File: src/rtl/wfifo_sync_if.sv
// Write-data FIFO port bundle: cmd_decode/SDRAM side handshake, status and debug flags.
interface wfifo_sync_if #(
    parameter int DATA_W = 8,
    parameter int ADDR_W = 4
);
    logic              wr_en;
    logic [DATA_W-1:0] wr_data;
    logic              rd_en;
    logic [DATA_W-1:0] rd_data;
    logic              rd_valid;
    logic              full;
    logic              empty;
    logic [ADDR_W:0]   data_count;
    logic              overflow;
    logic              underflow;

    modport master (
        output wr_en, wr_data, rd_en,
        input  rd_data, rd_valid, full, empty, data_count, overflow, underflow
    );

    modport slave (
        input  wr_en, wr_data, rd_en,
        output rd_data, rd_valid, full, empty, data_count, overflow, underflow
    );
endinterface

File: src/rtl/wfifo_sync.sv
// Synchronous write-data FIFO between cmd_decode and the SDRAM write controller,
// with registered read port, occupancy count, full/empty and sticky error flags.
module wfifo_sync #(
    parameter int DATA_W = 8,
    parameter int ADDR_W = 4
) (
    input logic        sclk,
    input logic        reset,
    wfifo_sync_if.slave fif
);
    localparam logic [ADDR_W:0] DEPTH   = (ADDR_W+1)'(2**ADDR_W);
    localparam logic [ADDR_W:0] CNT_ONE = (ADDR_W+1)'(1);
    localparam logic [ADDR_W-1:0] PTR_ONE = ADDR_W'(1);

    logic [DATA_W-1:0] mem [2**ADDR_W];
    logic [ADDR_W-1:0] wr_ptr;
    logic [ADDR_W-1:0] rd_ptr;
    logic [ADDR_W:0]   count;
    logic [ADDR_W:0]   count_n;
    logic              full_r;
    logic              empty_r;
    logic [DATA_W-1:0] rd_data_r;
    logic              rd_valid_r;
    logic              overflow_r;
    logic              underflow_r;
    logic              wr_acc;
    logic              rd_acc;

    // Accept decisions use the registered flags, so a simultaneous read never
    // frees space for a write in the same cycle (and vice versa).
    always_comb begin
        wr_acc  = fif.wr_en & ~full_r;
        rd_acc  = fif.rd_en & ~empty_r;
        count_n = count;
        case ({wr_acc, rd_acc})
            2'b10:   count_n = count + CNT_ONE;
            2'b01:   count_n = count - CNT_ONE;
            default: count_n = count;
        endcase
    end

    always_ff @(posedge sclk) begin
        if (wr_acc && !reset) begin
            mem[wr_ptr] <= fif.wr_data;
        end
    end

    always_ff @(posedge sclk) begin
        if (reset) begin
            wr_ptr      <= '0;
            rd_ptr      <= '0;
            count       <= '0;
            full_r      <= 1'b0;
            empty_r     <= 1'b1;
            rd_data_r   <= '0;
            rd_valid_r  <= 1'b0;
            overflow_r  <= 1'b0;
            underflow_r <= 1'b0;
        end else begin
            if (wr_acc) begin
                wr_ptr <= wr_ptr + PTR_ONE;
            end
            if (rd_acc) begin
                rd_ptr    <= rd_ptr + PTR_ONE;
                rd_data_r <= mem[rd_ptr];
            end
            rd_valid_r <= rd_acc;
            count      <= count_n;
            full_r     <= (count_n == DEPTH);
            empty_r    <= (count_n == '0);
            if (fif.wr_en && full_r) begin
                overflow_r <= 1'b1;
            end
            if (fif.rd_en && empty_r) begin
                underflow_r <= 1'b1;
            end
        end
    end

    assign fif.rd_data    = rd_data_r;
    assign fif.rd_valid   = rd_valid_r;
    assign fif.full       = full_r;
    assign fif.empty      = empty_r;
    assign fif.data_count = count;
    assign fif.overflow   = overflow_r;
    assign fif.underflow  = underflow_r;
endmodule

File: src/flat_wrapper.sv
// flat-port wrapper written by rule: the top's interface ports become plain ports
module wfifo_sync_flat 
#(
    parameter int DATA_W = 8,
    parameter int ADDR_W = 4
)
  (sclk, reset, fif_wr_en, fif_wr_data, fif_rd_en, fif_rd_data, fif_rd_valid, fif_full, fif_empty, fif_data_count, fif_overflow, fif_underflow);
  wfifo_sync_if #(.DATA_W(DATA_W), .ADDR_W(ADDR_W)) fif_i ();
  input logic sclk;
  input logic reset;
  input wire logic [$bits(fif_i.wr_en)-1:0] fif_wr_en;
  input wire logic [$bits(fif_i.wr_data)-1:0] fif_wr_data;
  input wire logic [$bits(fif_i.rd_en)-1:0] fif_rd_en;
  output wire logic [$bits(fif_i.rd_data)-1:0] fif_rd_data;
  output wire logic [$bits(fif_i.rd_valid)-1:0] fif_rd_valid;
  output wire logic [$bits(fif_i.full)-1:0] fif_full;
  output wire logic [$bits(fif_i.empty)-1:0] fif_empty;
  output wire logic [$bits(fif_i.data_count)-1:0] fif_data_count;
  output wire logic [$bits(fif_i.overflow)-1:0] fif_overflow;
  output wire logic [$bits(fif_i.underflow)-1:0] fif_underflow;
  assign fif_i.wr_en = fif_wr_en;
  assign fif_i.wr_data = fif_wr_data;
  assign fif_i.rd_en = fif_rd_en;
  assign fif_rd_data = fif_i.rd_data;
  assign fif_rd_valid = fif_i.rd_valid;
  assign fif_full = fif_i.full;
  assign fif_empty = fif_i.empty;
  assign fif_data_count = fif_i.data_count;
  assign fif_overflow = fif_i.overflow;
  assign fif_underflow = fif_i.underflow;
  wfifo_sync #(.DATA_W(DATA_W), .ADDR_W(ADDR_W)) u_core (.sclk(sclk), .reset(reset), .fif(fif_i));
endmodule
File: config.mk
export PLATFORM = sky130hd
export DESIGN_NAME = wfifo_sync_flat
export DESIGN_NICKNAME = d
export VERILOG_FILES = /design/src/rtl/wfifo_sync_if.sv /design/src/rtl/wfifo_sync.sv /design/src/flat_wrapper.sv
export SDC_FILE = /design/constraint.sdc
export NUM_CORES = 1
export LEC_CHECK = 0
export CELL_PAD_IN_SITES_DETAIL_PLACEMENT = 1
export CELL_PAD_IN_SITES_GLOBAL_PLACEMENT = 1
export CORE_MARGIN = 2
export CORE_UTILIZATION = 55
export CTS_CLUSTER_DIAMETER = 100
export DETAILED_ROUTE_END_ITERATION = 8
export PLACE_DENSITY = 0.85
export SETUP_SLACK_MARGIN = 0.1
export SYNTH_ARGS = -nofsm -noshare
export SYNTH_HDL_FRONTEND = slang
export SYNTH_SLANG_ARGS = --single-unit
File: constraint.sdc
create_clock -name sclk -period 6 [get_ports sclk]
set_clock_uncertainty 0.1 [all_clocks]
set_input_delay 0.6 -clock sclk [delete_from_list [all_inputs] [get_ports sclk]]
set_output_delay 0.6 -clock sclk [all_outputs]
set_load 0.005 [all_outputs]
# Word-level counts from Yosys, hierarchy flattened
# Memories as Yosys holds them, arrays and structs flattened. A register that Yosys moved wholly into a read port is not among the register bits.
# Index checks and enable logic that the tools add are counted.
# classes
add_sub_neg	4
n_eq_ne	3
muxes	3
n_bitwise	4
n_reduce_logical	5
# op_table
cell	n
one-hot mux 5 bit (2 select lines)	1
adder 4 x 1 -> 4 bit (second input constant)	2
adder 5 x 1 -> 5 bit (second input constant)	1
equality test 5 bit (second input constant)	1
zero test 5 bit	1
subtractor 5 x 1 -> 5 bit (second input constant)	1
logical AND 1 bit	3
bitwise AND 1 bit	2
equality test 2 x 1 -> 1 bit (second input constant)	1
equality test 2 bit (second input constant)	1
2-to-1 mux 1 bit	2
NOT 1 bit	2
zero test 1 bit	1
# word_totals
register_bits	18
mem_bits_rw	128
input_bits	12
out_inout_bits	18
wordCells	28
memories	1
# memory_table
memory	depth	width	read_ports	rd_ports_with_merged_regs	write_ports	line	source
u_core.mem	16	8	1	1	1	wfifo_sync.sv:15	logic [DATA_W-1:0] mem [2**ADDR_W];

# Longest topological paths before layout
# depth
word_depth	5
ltp_mapped	11
mapped_depth_nobuf	10

# Worst setup path after synthesis
# Ideal clock, no wire load.
# synth_timing
kind	input-to-reg
start	in fif_wr_en
end	reg u_core.full_r (netlist: u_core.fif.full)
setup_ps	88
arrival_time_ps	2338
required_ps	5812
setup_slack_ps	3474
stages	11
n_path_buf	1
path_cell_list	nor2b_2 > buf_6 > inv_4 > nand2_1 > xnor2_1 > ha_1 > nor3b_2 > a31oi_2 > a221oi_4 > xnor2_1 > nor4_2
# synth_via
elab_chain_len	4
# synth_rtl
element	line	source
start, declared	flat_wrapper.sv:11	input wire logic [$bits(fif_i.wr_en)-1:0] fif_wr_en;
bitwise AND 1 bit *	wfifo_sync.sv:32	wr_acc = fif.wr_en & ~full_r;
equality test 2 x 1 -> 1 bit or equality test 2 bit (tied branches)	wfifo_sync.sv:35	case ({wr_acc, rd_acc})
one-hot mux 5 bit (2 select lines) *	wfifo_sync.sv:35	
equality test 5 bit *	wfifo_sync.sv:69	full_r <= (count_n == DEPTH);
end signal, assigned	wfifo_sync.sv:69	
end, declared	wfifo_sync.sv:20	logic full_r;
# Mark *: on every way between the ends. The rest lies on a longest branch, timed or not.
# A chain may end at the register's enable or synchronous reset.

# Worst setup path after layout
# layout_timing
start	in reset
end	mem u_core.mem[2][2] (enable)
# layout_via
elab_chain_len	4
# layout_rtl
element	line	source
start, declared	flat_wrapper.sv:10	input logic reset;
zero test 1 bit	wfifo_sync.sv:43	if (wr_acc && !reset) begin
logical AND 1 bit	wfifo_sync.sv:43	
2-to-1 mux 1 bit	wfifo_sync.sv:43	
2-to-1 mux 1 bit (not written as such)	wfifo_sync.sv:44	mem[wr_ptr] <= fif.wr_data;
end, declared	wfifo_sync.sv:15	
# Every way passes these cells.

==> metrics.md <==
| Metric | Value |
|---|---|
| Outcome | finished, final reports clean |
| WP buf/inv | 1 |
| # setup viols final | 0 |
| Crit-path max FO | 26 |
| Net count after synthesis | about 370 |
| Slowest stage delay, CP | between 1 and 1.5 ns |
| Initial drt markers | around 260 |
| Register-to-Register Path Depth | 5 |
| Post-CTS Hold Buffers | 0 |
| Sink Count | 154 |
| Seq/Total Area, Yosys | 71.1% |
| All-Layer GR Usage | between 20% and 30% |
| Synth warn | 0 |
| Top_reg_cell synth | edfxtp_1 |
| Layout cells sized above 1 | between 10% and 20% |
| CTS Buf Count | 17 |
| Setup TNS | 0 ns |
| Yosys top cell by area | edfxtp_1 |
| Total of max-cap violations | 0 |
| Die W | between 100 and 150 microns |
| Area of the core region | about 11000 sq um |
| Syn Area/Cell | about 17 sq um |
| Rows | 38 |
| Worst EP required | 6.04 ns |
| Sw Share | between 20% and 30% |
| Vias | 3292 |
| Post-synthesis instance area | around 6100 sq um |
| Hold Crit Class | reg2reg |
| Slowest cell on the critical path | nor3_1 |
| Vias in the first global route | about 3600 |
| Crit path time final | 3.17 ns |
| # IOs | 30 |
| Via/cell ratio | just over 6 |
| WS Path Type | in2reg |
| Number of synthesized flops with an enable pin | roughly 130 |
| Synth-to-layout area growth | 14.1% |
| Worst Tran Pin Value | about 1.3 ns |
| Diode count | 0 |
| NetSw | between 600 and 700 uW |
| Period utilisation layout | a little over half |
| Share of the synthesized area in the top cell type | 62.6% |
| Post-CTS Setup Repair Bufs | 0 |
| Post-synth ARST share | 0% |
| Crit path launch type | input pin |
| WL final | roughly 14000 microns |
| Post-route ant nets | 0 |
| GPL Wtd Cong | a little over 0.8 |
| Clock latency on the worst-skew pair | 0.53 ns |
| DRC Markers | 0 |
| Synth Register Bits | between 150 and 200 |
| First-pass GRT wire length | 21700 microns |
| CP Data Arrival Time | around 3.2 ns |
| Synth area leaders | edfxtp_1 (63%), mux4_2 (12%), dfxtp_1 (8.5%) |
| Initial Utilization | between 50% and 60% |
| Remaining Overflow, GRT | 0 |
| CTS Buffer Depth | 2 |
| Clock root buffer | clkbuf_8 |
| Final net count | 404 |
| Worst-path cell chain | clkdlybuf4s50_1 -> nor2_1 -> nand2_1 -> nor3_1 |
| CP delay by family, top | simple AND/OR/NAND/NOR gates |
| RSZ-0062 raised after global routing | false |
| Placement Cell Area | around 6500 sq um |
| Pwr dens | roughly 360 nW/um^2 |
| Largest net degree at the start of global routing | 36 |
| Leakage power figure | around 0.0022 uW |
| Register share of total power | between 40% and 50% |
| Wire length per cell | ~26 microns |
| CTS H-Tree Depth | 4 |
| Gate power share | 13.7% |
| Crit path capture type | flip-flop |
| HPWL after DPL | roughly 9000 microns |
| VDD IR max | roughly 0.00020 V |
| Fmax | around 0.32 GHz |
| Netlist cell types | 38 |
| Die height | ~110 microns |
| Power Internal | ~1900 uW |
| Relative slew slack | a little over an eighth |
| Max-slew violations | 0 |
| Worst hold stages | 2 |
| Drt pass-1 iters | 5 |
| WP depth | 4 |
| Port Buffer Count | 29 |
| Reg clk slew, reported paths | roughly 0.060 ns |
| Clock network power share | a little under two fifths |
| Die area | between 10000 and 15000 sq um |
| Post-route design area | ~7000 sq um |
| Syn Inst Count | 355 |
| CTS tree | yes |
| Post-CTS sizing | 0 |
| Initial antenna violation count | 0 |
| Hold Vio Cnt, Final | 0 |
==> power by group through the flow <==
stage                     sequential [uW]  clock [uW]  combinational (uW)
after floorplan                      1240           0                 239
after global placement               1240           0                 321
after detailed placement             1240           0                 341
after CTS                            1220         930                 345
after global routing                 1230         970                 374
final                                1220         921                 341
==> final cells by class <==
cell class / count / area [sq um]
sequential: 154 / 4370
fill: 957 / 3840
multi-input combinational: 174 / 1630
clock buffer: 20 / 425
timing repair buffer: 31 / 305
tap: 140 / 175
clock inverter: 12 / 76.3
inverter: 7 / 28.8
==> cell usage after synthesis (all sizes together), types with 2 or more instances <==
cell type and instances:
nor3 9, buf 14, xnor2 6, xor2 5
mux4 32, mux2i 2, dfxtp 26, edfxtp 128
a21oi 23, nor2b 5, nor2 35, ha 7
nand4 2, nand2 13, and2 3, inv 7
clkbuf 6, a22oi 16, nand2b 3, o31ai 2
==> sequential cells by signal, indices dropped and copies added (netlist names), 4 cells and up <==
register               cells
u_core.rd_ptr              4
u_core.fif.data_count      5
u_core.fif.rd_data         8
u_core.wr_ptr              4
u_core.mem               128
==> layer usage <==
layer	vias to the layer above	GRT usage, %	part of all wire, %
met5	-	0	0
met4	0	11.3	2.7
met3	27	7.35	6.8
met2	126	42.3	51
met1	1686	34.2	40
li1	1453	-	-
==> worst reg2reg max path, delay by kind of cell (launching register included) <==
family,cells,cell delay (ns)
buffers and inverters,1,0.12
DFF,1,0.33
and+or+nand+nor,4,1.89
==> placed cells by master, fill, tap and decap left out, drive strengths merged, types with 2 or more instances in the layout <==
cell and n:
nand4 2, clkdlybuf4s50 29, a21oi 23, nor2b 5
and2 3, clkbuf 20, inv 9, nand2b 3
o31ai 2, buf 2, dfxtp 26, nand2 13
nor2 35, nor3 9, xor2 5, mux4 32
ha 7, a22oi 16, xnor2 6, clkinvlp 3
mux2i 2, edfxtp 128, clkinv 7
==> through the flow <==
stage	cells	total power [uW]	setup slack [ns]	hold WS (ns)	util, %
after floorplan	355	1470	3.47	0.360	-
after global routing	538	2570	2.61	0.403	64.6
final	538	2490	2.83	0.383	64.6
after CTS	538	2500	2.84	0.385	64.6
after global placement	506	1560	2.40	0.352	60.0
after detailed placement	506	1580	2.29	0.362	60.0
==> final timing paths <==
path / start / end / slack, ns
worst max register to register: u_core.fif.full / u_core.mem[2][2] / 3.16
worst min register to register: u_core.fif.overflow / u_core.fif.overflow / 0.38
worst max-delay path: reset / u_core.mem[2][2] / 2.83
worst min-delay path: u_core.fif.overflow / u_core.fif.overflow / 0.38
==> cell families (layout without fill, tap and decap cells) <==
logic type / after synthesis / in the layout / share of synthesized area [%]
flops: 154 / 154 / 71.1
mux: 34 / 34 / 12.1
fa+ha+maj: 7 / 7 / 1.43
simple gates: 74 / 74 / 6.05
buf+inv: 27 / 70 / 2.39
xor+xnor: 11 / 11 / 1.57
compound gates: 48 / 48 / 5.38
Note: power is estimated with default switching activity, not from simulation.
==> patch 1 (config.mk and constraints unchanged) <==
`DATA_W` is set to 8 in 3 places; all go to 6.
--- a/src/rtl/wfifo_sync_if.sv
+++ b/src/rtl/wfifo_sync_if.sv
@@ -2,3 +2,3 @@
 interface wfifo_sync_if #(
-    parameter int DATA_W = 8,
+    parameter int DATA_W = 6,
     parameter int ADDR_W = 4
--- a/src/rtl/wfifo_sync.sv
+++ b/src/rtl/wfifo_sync.sv
@@ -3,3 +3,3 @@
 module wfifo_sync #(
-    parameter int DATA_W = 8,
+    parameter int DATA_W = 6,
     parameter int ADDR_W = 4
--- a/src/flat_wrapper.sv
+++ b/src/flat_wrapper.sv
@@ -3,3 +3,3 @@
 #(
-    parameter int DATA_W = 8,
+    parameter int DATA_W = 6,
     parameter int ADDR_W = 4
Interface: changed (resized fif_rd_data and fif_wr_data); port bits go from 30 to 26. No check against the original RTL was run, so the function may have changed too.
==> patch 1 against the unedited design <==
- synthesized cell count decreased by 13%
- largest power group unchanged
- total power down 6.5%
- final area down 18%
- setup slack got worse by 220 ps
- via count fell by 13%
- non-clock buffer count down 5
- die area is 19% lower
- largest cell class unchanged
- sequential cell count is 34 lower
- area after synthesis down 20%
- routed wire length fell by 15%
- final cell count fell by 15%
==> patch 1: results (changes against the unedited design) <==
| Metric | Value |
|---|---|
| R2r setup slk | `2880 ps (-280 ps)` |
| Drt initial violations | `224 (-15%)` |
| DRT met1 WL | `4820 um (-14%)` |
| WL/cell | `26.0 um (-0.72%)` |
| Seq/Total Area, Yosys | `0.684 (-0.0271)` |
| Compound-Gate Fraction of Synth Area | `0.0593 (+0.00546)` |
| Crit path time final | `3390 ps (+217 ps)` |
| Post-DP HPWL | `7530 um (-15%)` |
| Crit-path max cell delay | `650 ps (-360 ps)` |
| Worst skew pair latency | `510 ps (-20 ps)` |
| DP Worst Slack | `2110 ps (-174 ps)` |
| First-pass GRT wire length | `18700 um (-14%)` |
| Met2 wire length | `6030 um (-16%)` |
| Total number of vias | `2852 (-13%)` |
| Status | `complete, no violations` |
| Largest net degree at the start of global routing | `28 (-22%)` |
| Post-synthesis adder-cell area fraction | `0.0178 (+0.00354)` |
| Peak VDD IR | `0.000241 V (+22%)` |
| Routability cong. | `0.847 (+4.1%)` |
| Clock share of power | `0.407 (+0.036)` |
| Post-synth EDFFs | `96 (-25%)` |
| Most common library cells after synthesis | `edfxtp_1, nor2_1, dfxtp_1, mux4_2, a21oi_1` |
| Layout cell share with drive strength beyond 1 | `0.180 (+0.00161)` |
| Switch share | `0.265 (+0.0135)` |
| GR Util met1 | `0.340 (-0.00156)` |
| # port buffers | `25 (-14%)` |
| Grt met3 use | `0.0582 (-0.0153)` |
| Largest register FFs | `96 (-25%)` |
| Vias in the first global route | `3113 (-13%)` |
| Post-Syn Nets | `326 (-13%)` |
| Area contributors post-synth | `edfxtp_1, mux4_2, dfxtp_1, nor2_1, a21oi_1` |
| Proportion of synthesized area in mux cells | `0.112 (-0.00873)` |
| Synth unique cells | `46 (+21%)` |
| Seq pwr share | `0.437 (-0.055)` |
| Grt met2 use | `0.434 (+0.0105)` |
| Least-Margin Pin Slew | `980 ps (-313 ps)` |
| Crit-path slowest cell | `nor2b_1` |
| Clock network power | `947 uW (+2.8%)` |
[patch 1: area by class of cell]
type / instances / area [um2] / area share
flip-flops and latches: 120 / 3360 / 0.584
multi-input cells: 165 / 1410 / 0.245
clock buffers: 18 / 418 / 0.0726
repair buffers: 26 / 258 / 0.0448
well taps: 108 / 135 / 0.0235
clock inverters: 13 / 133 / 0.0230
inverters: 8 / 37.5 / 0.00652
[patch 1: stage by stage]
stage	hold slack [ps]	area (um2)	instances
6_report	385	5760	458
3_5_place_dp	371	5210	427
4_1_cts	386	5760	458
2_1_floorplan	360	4920	309
5_1_grt	436	5760	458
3_3_place_gp	351	5210	427
[patch 1: final timing paths]
check,startpoint,to,depth (start not counted)
worst max-delay path,fif_wr_en,u_core.fif.empty,9
worst min register to register,u_core.fif.overflow,u_core.fif.overflow,2
worst max register to register,u_core.fif.full,u_core.fif.empty,8
worst min-delay path,u_core.fif.overflow,u_core.fif.overflow,2
==> patch 2 (same flow settings) <==
Without the edit above. Make the reset (`reset`) asynchronous in one clocked block.
--- a/src/rtl/wfifo_sync.sv
+++ b/src/rtl/wfifo_sync.sv
@@ -47,3 +47,3 @@
 
-    always_ff @(posedge sclk) begin
+    always_ff @(posedge sclk or posedge reset) begin
         if (reset) begin
Function: differs if reset is asserted again (counterexample within 4 cycles, from zero or initial values and one cycle with reset high); with reset held inactive, the same outputs for 10 cycles.
==> patch 2 against the unedited design <==
- die area rose by 1.6%
- maximum frequency fell by 19%
- first-iteration DRC count up 0.76%
- routed wire length fell by 4.4%
- setup slack worse by 750 ps
- via count about the same
- non-clock buffer count rose by 3
- final area up 3.7%
- sequential cell count unchanged
- area after synthesis rose by 1.7%
Power is not compared: it rests on default switching activity, and its combinational part moved more than twofold at a synthesized area within 25%.
==> patch 2: results (changes against the unedited design) <==
| Metric | Value |
|---|---|
| Area contributors post-synth | `edfxtp_1, mux4_2, dfrtp_1, nand2_1, ha_1` |
| Status | `complete, no violations` |
| Slew HR | `0.321 (+0.190)` |
| Ys async rst share | `0.169 (+0.169)` |
| Reg2reg start | `u_core.fif.full` |
| Post-synthesis adder-cell area fraction | `0.0140 (-0.000232)` |
| Most common library cells after synthesis | `edfxtp_1, mux4_2, nand2_1` |
| DP Worst Slack | `1760 ps (-524 ps)` |
| First-pass GRT wire length | `21300 um (-2.2%)` |
| Initial antenna violation count | `0 (unchanged)` |
| Compound-Gate Fraction of Synth Area | `0.0187 (-0.0352)` |
| Post-DP HPWL | `8450 um (-5.1%)` |
| Final nets | `397 (-1.7%)` |
| Seq/Total Area, Yosys | `0.721 (+0.00951)` |
| Syn Inst Count | `343 (-3.4%)` |
| Placed insts | `499 (-1.4%)` |
| Post-synth EDFFs | `128 (unchanged)` |
| Worst skew pair latency | `430 ps (-100 ps)` |
| # port buffers | `29 (unchanged)` |
| Vias in the first global route | `3569 (-0.45%)` |
| Hold Path Origin | `u_core.fif.underflow` |
| WL/cell | `25.4 um (-3.1%)` |
| Post-DP Area | `6650 um2 (+2.3%)` |
| Routed Wire Length | `13500 um (-4.4%)` |
| Largest register FFs | `128 (unchanged)` |
| XOR/XNOR Fraction of Synth Area | `0.0154 (-0.000255)` |
| CTS H-tree depth | `4 (unchanged)` |
| Reg2Reg Capture Point | `u_core.fif.full` |
| Post-cts resize count | `0 (unchanged)` |
| Ant. Diodes | `0 (unchanged)` |
| Hold Slack | `369 ps (-13.7 ps)` |
| Gr usage total | `0.241 (-0.0230)` |
| R2r setup slk | `2350 ps (-810 ps)` |
| Post-Syn Nets | `362 (-3.2%)` |
| Synth unique cells | `39 (+2.6%)` |
| Drt initial violations | `264 (+0.76%)` |
| Hold Crit Depth | `1 (-1)` |
| Worst Hold Class | `flop to flop` |
| Crit-path slowest cell | `nor2b_1` |
| Worst-case reg-to-reg path depth | `11 (+6)` |
| Pleak | `0.00249 uW` |
| Routability cong. | `0.769 (-5.4%)` |
| Peak VDD IR | `0.000456 V` |
| Clk root buf | `clkbuf_16` |
| Vias per cell | `6.21 (+1.4%)` |
| Most flop-heavy register | `u_core.mem` |
| Hold endpoint | `u_core.fif.underflow` |
| Crit-path max FO | `11 (-58%)` |
| Proportion of synthesized area in mux cells | `0.146 (+0.0255)` |
| Layout cell share with drive strength beyond 1 | `0.215 (+0.0364)` |
| Crit-path max cell delay | `700 ps (-310 ps)` |
| TritonCTS Buffers | `17 (unchanged)` |
| CP arrival | `4170 ps (+960 ps)` |
patch 2: changes by cell type after synthesis, moves of 5 or more:
| cell | change |
|---|---|
| dfrtp_1 | +25 |
| a22oi_1 | -16 |
| inv_1 | +5 |
| dfxtp_1 | -26 |
| a21oi_1 | -17 |
| mux4_2 | +8 |
| nor2_1 | -18 |
| nand2_1 | +24 |
patch 2: worst max path at each step:
stage,startpoint,to,slack [ps],cells after the start
6_report,fif_wr_en,u_core.fif.full,2070,12
5_1_grt,fif_wr_en,u_core.fif.full,1810,12
4_1_cts,fif_wr_en,u_core.fif.full,2090,12
3_5_place_dp,fif_wr_en,u_core.fif.full,1760,12
3_3_place_gp,fif_wr_en,u_core.fif.full,2260,12
2_1_floorplan,fif_wr_en,u_core.fif.full,3260,12
patch 2: routing by layer:
metal,wire length [um],global-route usage,vias to the layer above
met1,5440,0.314,1719
met4,321,0.116,0
met5,0,0,-
met2,6730,0.375,148
li1,-,-,1398
met3,994,0.0735,30
patch 2: where the power goes:
part | leakage (uW) | internal [uW] | switching (uW)
combinational | 0.000739 | 514 | 430
sequential | 0.00146 | 1290 | 181
clock | 0.000291 | 660 | 442
total | 0.00249 | 2470 | 1050
patch 2: worst max-delay path: cells and delay by family:
kind / cells / cell delay (ps)
compound gates: 3 / 660
fa+ha+maj: 1 / 300
simple gates: 5 / 1630
xor+xnor: 1 / 150
buf+inv: 2 / 810
patch 2: area by class of cell:
class	count	area [um2]
well taps	140	175
clock buffers	17	425
flip-flops and latches	154	4500
fillers	945	3670
multi-input cells	161	1610
clock inverters	15	184
repair buffers	34	328
inverters	10	37.5
